--- src/rtl/seq_divider.sv ---
// Multi-cycle unsigned restoring divider: one quotient bit per clock, start/done handshake.
// Quotient, remainder and div_by_zero update only on the completion edge and hold otherwise.
module seq_divider #(
  parameter int WIDTH = 8
) (
  input  logic             clock,
  input  logic             reset_L,
  input  logic             start,
  input  logic [WIDTH-1:0] dividend,
  input  logic [WIDTH-1:0] divisor,
  output logic             busy,
  output logic             done,
  output logic [WIDTH-1:0] quotient,
  output logic [WIDTH-1:0] remainder,
  output logic             div_by_zero
);

  localparam int CW = $clog2(WIDTH + 1);

  localparam logic [1:0] S_IDLE = 2'd0;
  localparam logic [1:0] S_RUN  = 2'd1;
  localparam logic [1:0] S_DONE = 2'd2;

  logic [1:0]       r_state;
  logic [WIDTH-1:0] r_shift;
  logic [WIDTH-1:0] r_div;
  logic [WIDTH-1:0] r_prem;
  logic [CW-1:0]    r_cnt;
  logic             r_zero;
  logic [WIDTH-1:0] r_quot;
  logic [WIDTH-1:0] r_rem;
  logic             r_dbz;

  logic [WIDTH:0]   w_prem_sh;
  logic [WIDTH:0]   w_trial;
  logic             w_borrow;
  logic [WIDTH-1:0] w_prem_nx;
  logic [WIDTH-1:0] w_shift_nx;

  // The partial remainder is always below the divisor, so WIDTH bits of storage
  // suffice; only the shifted value and the trial need the extra borrow bit.
  always_comb begin
    w_prem_sh  = {r_prem, r_shift[WIDTH-1]};
    w_trial    = w_prem_sh - {1'b0, r_div};
    w_borrow   = w_trial[WIDTH];
    w_prem_nx  = w_borrow ? w_prem_sh[WIDTH-1:0] : w_trial[WIDTH-1:0];
    w_shift_nx = {r_shift[WIDTH-2:0], ~w_borrow};
  end

  assign busy        = (r_state == S_RUN);
  assign done        = (r_state == S_DONE);
  assign quotient    = r_quot;
  assign remainder   = r_rem;
  assign div_by_zero = r_dbz;

  always_ff @(posedge clock or negedge reset_L) begin
    if (!reset_L) begin
      r_state <= S_IDLE;
      r_shift <= '0;
      r_div   <= '0;
      r_prem  <= '0;
      r_cnt   <= '0;
      r_zero  <= 1'b0;
      r_quot  <= '0;
      r_rem   <= '0;
      r_dbz   <= 1'b0;
    end else begin
      case (r_state)
        S_IDLE, S_DONE: begin
          if (start) begin
            // A zero divisor spends a single RUN cycle so results land one edge after start.
            r_shift <= dividend;
            r_div   <= divisor;
            r_prem  <= '0;
            r_zero  <= (divisor == '0);
            r_cnt   <= (divisor == '0) ? CW'(1) : CW'(WIDTH);
            r_state <= S_RUN;
          end else begin
            r_state <= S_IDLE;
          end
        end
        S_RUN: begin
          r_shift <= w_shift_nx;
          r_prem  <= w_prem_nx;
          r_cnt   <= r_cnt - CW'(1);
          if (r_cnt == CW'(1)) begin
            if (r_zero) begin
              r_quot <= '1;
              r_rem  <= r_shift;
              r_dbz  <= 1'b1;
            end else begin
              r_quot <= w_shift_nx;
              r_rem  <= w_prem_nx;
              r_dbz  <= 1'b0;
            end
            r_state <= S_DONE;
          end
        end
        default: r_state <= S_IDLE;
      endcase
    end
  end

endmodule
--- config.mk ---
export PLATFORM = sky130hd
export DESIGN_NAME = seq_divider
export DESIGN_NICKNAME = d
export VERILOG_FILES = /design/src/rtl/seq_divider.sv
export SDC_FILE = /design/constraint.sdc
export NUM_CORES = 1
export LEC_CHECK = 0
export BUFFER_PORTS_ARGS = -buffer_cell sky130_fd_sc_hd__buf_2
export CAP_MARGIN = 20
export CORE_ASPECT_RATIO = 2
export CORE_MARGIN = 2
export CORE_UTILIZATION = 40
export CTS_CLUSTER_SIZE = 8
export DETAILED_ROUTE_END_ITERATION = 10
export MAX_ROUTING_LAYER = met4
export PLACE_DENSITY = 0.64
export SLEW_MARGIN = 20
export SYNTH_ARGS = -nofsm -noshare
export SYNTH_HDL_FRONTEND = slang
export SYNTH_SLANG_ARGS = --single-unit
--- constraint.sdc ---
create_clock -name clock -period 2.84 [get_ports clock]
set_input_delay 0.568 -clock clock [delete_from_list [all_inputs] [get_ports clock]]
set_output_delay 0.568 -clock clock [all_outputs]
set_load 0.05 [all_outputs]
# Yosys cells after proc, flatten, opt, wreduce, memory -nomap -nowiden
# Index checks and enable logic that the tools add are counted.
# totals
wordCells	38
reg_bits	48
inputBits	19
# classes
n_bitwise	1
add_sub_neg	2
mux	14
n_reduce_logical	7
n_eq_ne	5
# ops
op	count
$mux W8	5
$pmux W8 S2	2
$sub A9 B8 Y9	1
$logic_not A8 Y1	1
$mux W4	2
$pmux W4 S2	1
$reduce_and A2 Y1	3
$eq A4 B1 Y1 const B	1
$pmux W2 S2	1
$sub A4 B1 Y4 const B	1
$eq A2 B1 Y1 const B	1
$eq A2 B2 Y1 const B	1
$logic_not A2 Y1	1
$mux W1	2
$mux W2	1
$ne A2 B1 Y1 const B	1
$ne A2 B2 Y1 const B	1
$reduce_bool A2 Y1	1
$reduce_or A2 Y1	1
$not A1 Y1	1

# Logic depth before layout (Yosys ltp)
# depth
ltp_word	4
mapped_depth	10
depth_no_buf	9

# Worst setup path after synthesis
# OpenSTA, ideal clock, no wires.
# synth_timing
kind	flip-flop to flip-flop
startpoint	register r_shift[7]
endpoint	register r_prem[5]
stages_incl_launch_ff	11
setup_ns	0.119
path_slack_ns	0.381
n_path_buf	1
arrival_ns	2.340
path_cell_list	dfrtp_1 -> inv_1 -> ha_1 -> inv_1 -> fa_1 -> a211oi_2 -> o211ai_1 -> a221o_1 -> buf_6 -> a32o_1 -> a21o_1
# synth_between
elab_chain_cells	3
# synth_rtl
item	line	source
from (decl)	25	logic [WIDTH-1:0] r_shift;
from (signal assigned)	72	r_shift <= dividend;
from (signal assigned)	83	r_shift <= w_shift_nx;
$sub A9 B8 Y9	44	w_trial = w_prem_sh - {1'b0, r_div};
$mux W8	46	w_prem_nx = w_borrow ? w_prem_sh[WIDTH-1:0] : w_trial[WIDTH-1:0];
$pmux W8 S2	68	case (r_state)
to (signal assigned)	84	r_prem <= w_prem_nx;
to (decl)	27	logic [WIDTH-1:0] r_prem;
# No other way between the ends.
# A chain may end at the register's enable or synchronous reset.

# Worst setup path in the final report
# layout_timing
startpoint	register r_shift[7]
endpoint	register r_prem[7]
# The elaborated chain is that of the path after synthesis.

==> flow_summary_export.csv <==
group,metric,value,unit
run_status,status,"completed",
timing,drv_slew,0,
floorplan,die_y,115.6,um
critical_path,worstSetupPathType,"flop to flop",
floorplan,io_pins,38,
clock_tree,clkSlewWorstSetupHoldPaths,0.07,ns
critical_path,endpoint_kind,"flop",
synth,avgSynthCellArea,9.116,um2
final_layout,final_area,0.002919,mm2
route,vias,2080,
timing,tightest_slew,0.6426,ns
final_layout,nFillCells,588,
final_layout,seq_area,0.001201,mm2
grt,track_usage,0.1881,
critical_path,cp-start-kind,"flop",
floorplan,dieArea,0.006907,mm2
final_layout,area_growth,17.30,%
grt,overflow,0,
placement,port_buffers,37,
critical_path,arrival,2.88,ns
synth,ys_ff_latch,48,
clock_tree,cts_tree,"yes",
floorplan,row_count,40,
timing,final.setup.tns,0,ns
timing,min_period_over_period,0.9526,
grt,grt_pass1_vias,2010,
final_layout,final_cell_mix,"53 x nand2_1, 48 x dfrtp_1, 37 x buf_2",
critical_path,slowest_stage,"a221o_2",
run,cap_violations,0,
timing,fin_crit,2.706,ns
critical_path,path_common_cell,"inv_1",
final_layout,multi_input_area,0.001196,mm2
clock_tree,clock-sinks,48,
floorplan,core,0.006006,mm2
final_layout,nNetsFinal,339,
clock_tree,cts_inserted_buffers,5,
route,drtAntennaViolNets,0,
critical_path,crit_required,3.02,ns
synth,yosysWarnings,0,
route,drcViolationCount,0,
floorplan,initial_utilization,0.4144,
route,viasPerCell,5.576,
clock_tree,clock_latency,0.30,ns
synth,synthCells,273,
critical_path,path_max_fanout,7,
critical_path,crit_family,"compound AO/OA/AOI/OAI gates",
grt,antenna_found_initial,0,
synth,synth.cell_area,0.002489,mm2
timing,fin_skew,0.006815,ns
grt,grt_pass1_wl,9.522,mm
timing,clock.fmax,369.6,MHz
route,routed_wl,5.931,mm
placement,gp_congestion,0.8353,
critical_path,cp.buffers_inverters,2,
synth,syn-num-nets,303,
critical_path,cp_cell_sequence,"inv_1 -> ha_1 -> inv_1 -> fa_1 -> a211oi_4 -> o211ai_1 -> a221o_2 -> and3_1 -> a211o_1",
worst_hold_path,holdCritPathClass,"input port to async pin",
synth,synth_cell_types,41,
timing,maxSlewHeadroom,0.5716,
placement,dpl_cell_area,0.002733,mm2
clock_tree,clockRootBuffer,"clkbuf_16",
clock_tree,ctsHoldBuffers,0,
timing,finalHoldViolCount,0,
clock_tree,clock_path_buffers,2,
route,first_pass_iters,4,
critical_path,cpPeakStageDelay,0.51,ns
clock_tree,htree_levels,2,
synth,yosysSeqAreaShare,0.4827,
clock_tree,post_cts_buffers,0,
timing,setup_violations,0,
route,drt-wirelength-per-cell,15.90,um
final_layout,final_common_cell,"nand2_1",
route,drtIter0Drc,131,
grt,grt_start_max_net_pins,28,
placement,detailed_place_hpwl,4.193,mm
final_layout,drive_above_1_share,0.1903,
floorplan,die_x,59.78,um
final_layout,n_antenna_cell,0,
timing,rsz0062_at_grt,"no",
[kinds of logic (layout without fill, tap and decap cells)]
kind of cell,Yosys count,after routing,share of synthesized area
fa+ha+maj,11,11,0.05832
buf+inv,28,64,0.04525
compound gates,66,67,0.1740
mux,8,8,0.03318
flops,48,48,0.4827
simple gates,107,107,0.1890
xor+xnor,5,5,0.01760
[synthesized netlist by cell type (all sizes together)]
cell / count / area (um2)
a211o: 3 / 26.28
a211oi: 2 / 20.02
a21boi: 1 / 7.510
a21o: 2 / 15.01
a21oi: 5 / 25.02
a221o: 1 / 10.01
a221oi: 1 / 8.760
a22oi: 2 / 15.01
a2bb2oi: 1 / 8.760
a31oi: 6 / 37.54
a32o: 1 / 10.01
and3: 5 / 31.28
buf: 1 / 11.26
clkbuf: 13 / 48.80
dfrtp: 48 / 1201
fa: 1 / 20.02
ha: 10 / 125.1
inv: 14 / 52.55
mux2: 2 / 22.52
mux2i: 6 / 60.06
nand2: 53 / 198.9
nand2b: 4 / 25.02
nand3: 9 / 45.04
nor2: 22 / 82.58
nor2b: 4 / 25.02
nor3: 4 / 20.02
nor3b: 1 / 7.510
o211a: 1 / 10.01
o211ai: 9 / 67.56
o21ai: 26 / 130.1
o21bai: 1 / 7.510
o221a: 1 / 11.26
o22ai: 2 / 12.51
o311a: 1 / 10.01
or2: 2 / 12.51
or4: 3 / 22.52
xnor2: 1 / 8.760
xor2: 4 / 35.03
[metal layers]
metal | global-route usage | part of all wire
met3 | 0.02455 | 0.045
met5 | - | 0
met2 | 0.3225 | 0.54
met1 | 0.2038 | 0.38
met4 | 0.09778 | 0.026
[worst reg2reg max path: stages, from the launching register on]
cell,delay [ns]
dfrtp_1,0.38
inv_1,0.09
ha_1,0.19
inv_1,0.07
fa_1,0.43
a211oi_4,0.28
o211ai_1,0.17
a221o_2,0.51
and3_1,0.21
a211o_1,0.26
[through the flow]
stage                     hold slack, ns  worst slack, ns    util  cells
final                             0.2684           0.1345  0.4860    373
after global routing              0.3297         0.002645  0.4860    373
after CTS                         0.2988          0.07302  0.4829    372
after detailed placement          0.4650          0.09460  0.4550    364
after global placement            0.4563           0.1533  0.4550    364
after floorplan                   0.2724           0.3810       -    273
[final timing paths]
check	start	slack (ns)	endpoint	cells past startpoint
worst min-delay path	reset_L	0.27	r_div[1]$_DFFE_PN0P_	1
min in group clock	quotient[4]$_DFFE_PN0P_	0.47	quotient[4]$_DFFE_PN0P_	2
worst max-delay path	r_shift[7]$_DFFE_PN0P_	0.13	r_prem[7]$_DFFE_PN0P_	9
worst max register to register	r_shift[7]$_DFFE_PN0P_	0.13	r_prem[7]$_DFFE_PN0P_	9
worst min register to register	quotient[4]$_DFFE_PN0P_	0.47	quotient[4]$_DFFE_PN0P_	2
max in group asynchronous	reset_L	1.84	r_cnt[2]$_DFFE_PN0P_	2
[registers in the layout (all words and copies together), names as in the netlist]
signal       cells
r_prem           8
remainder        8
quotient         8
r_cnt            4
r_state          2
r_zero           1
r_div            8
r_shift          8
div_by_zero      1
[what timing repair did]
action,in CTS,in global routing
setup endpoints to repair,0,16
endpoints found under the hold margin,0,0
gates resized for setup,0,2
[layout make-up]
cell class              count  share of cell area
well taps                  63             0.02700
repair buffers             42             0.07630
clock inverters             3             0.01457
multi-input cells         198              0.4098
inverters                  14             0.01800
clock buffers               5             0.04286
flip-flops and latches     48              0.4115
Power is not shown: default switching activity piles up to over one toggle a cycle in this logic, so the estimate is an artifact.
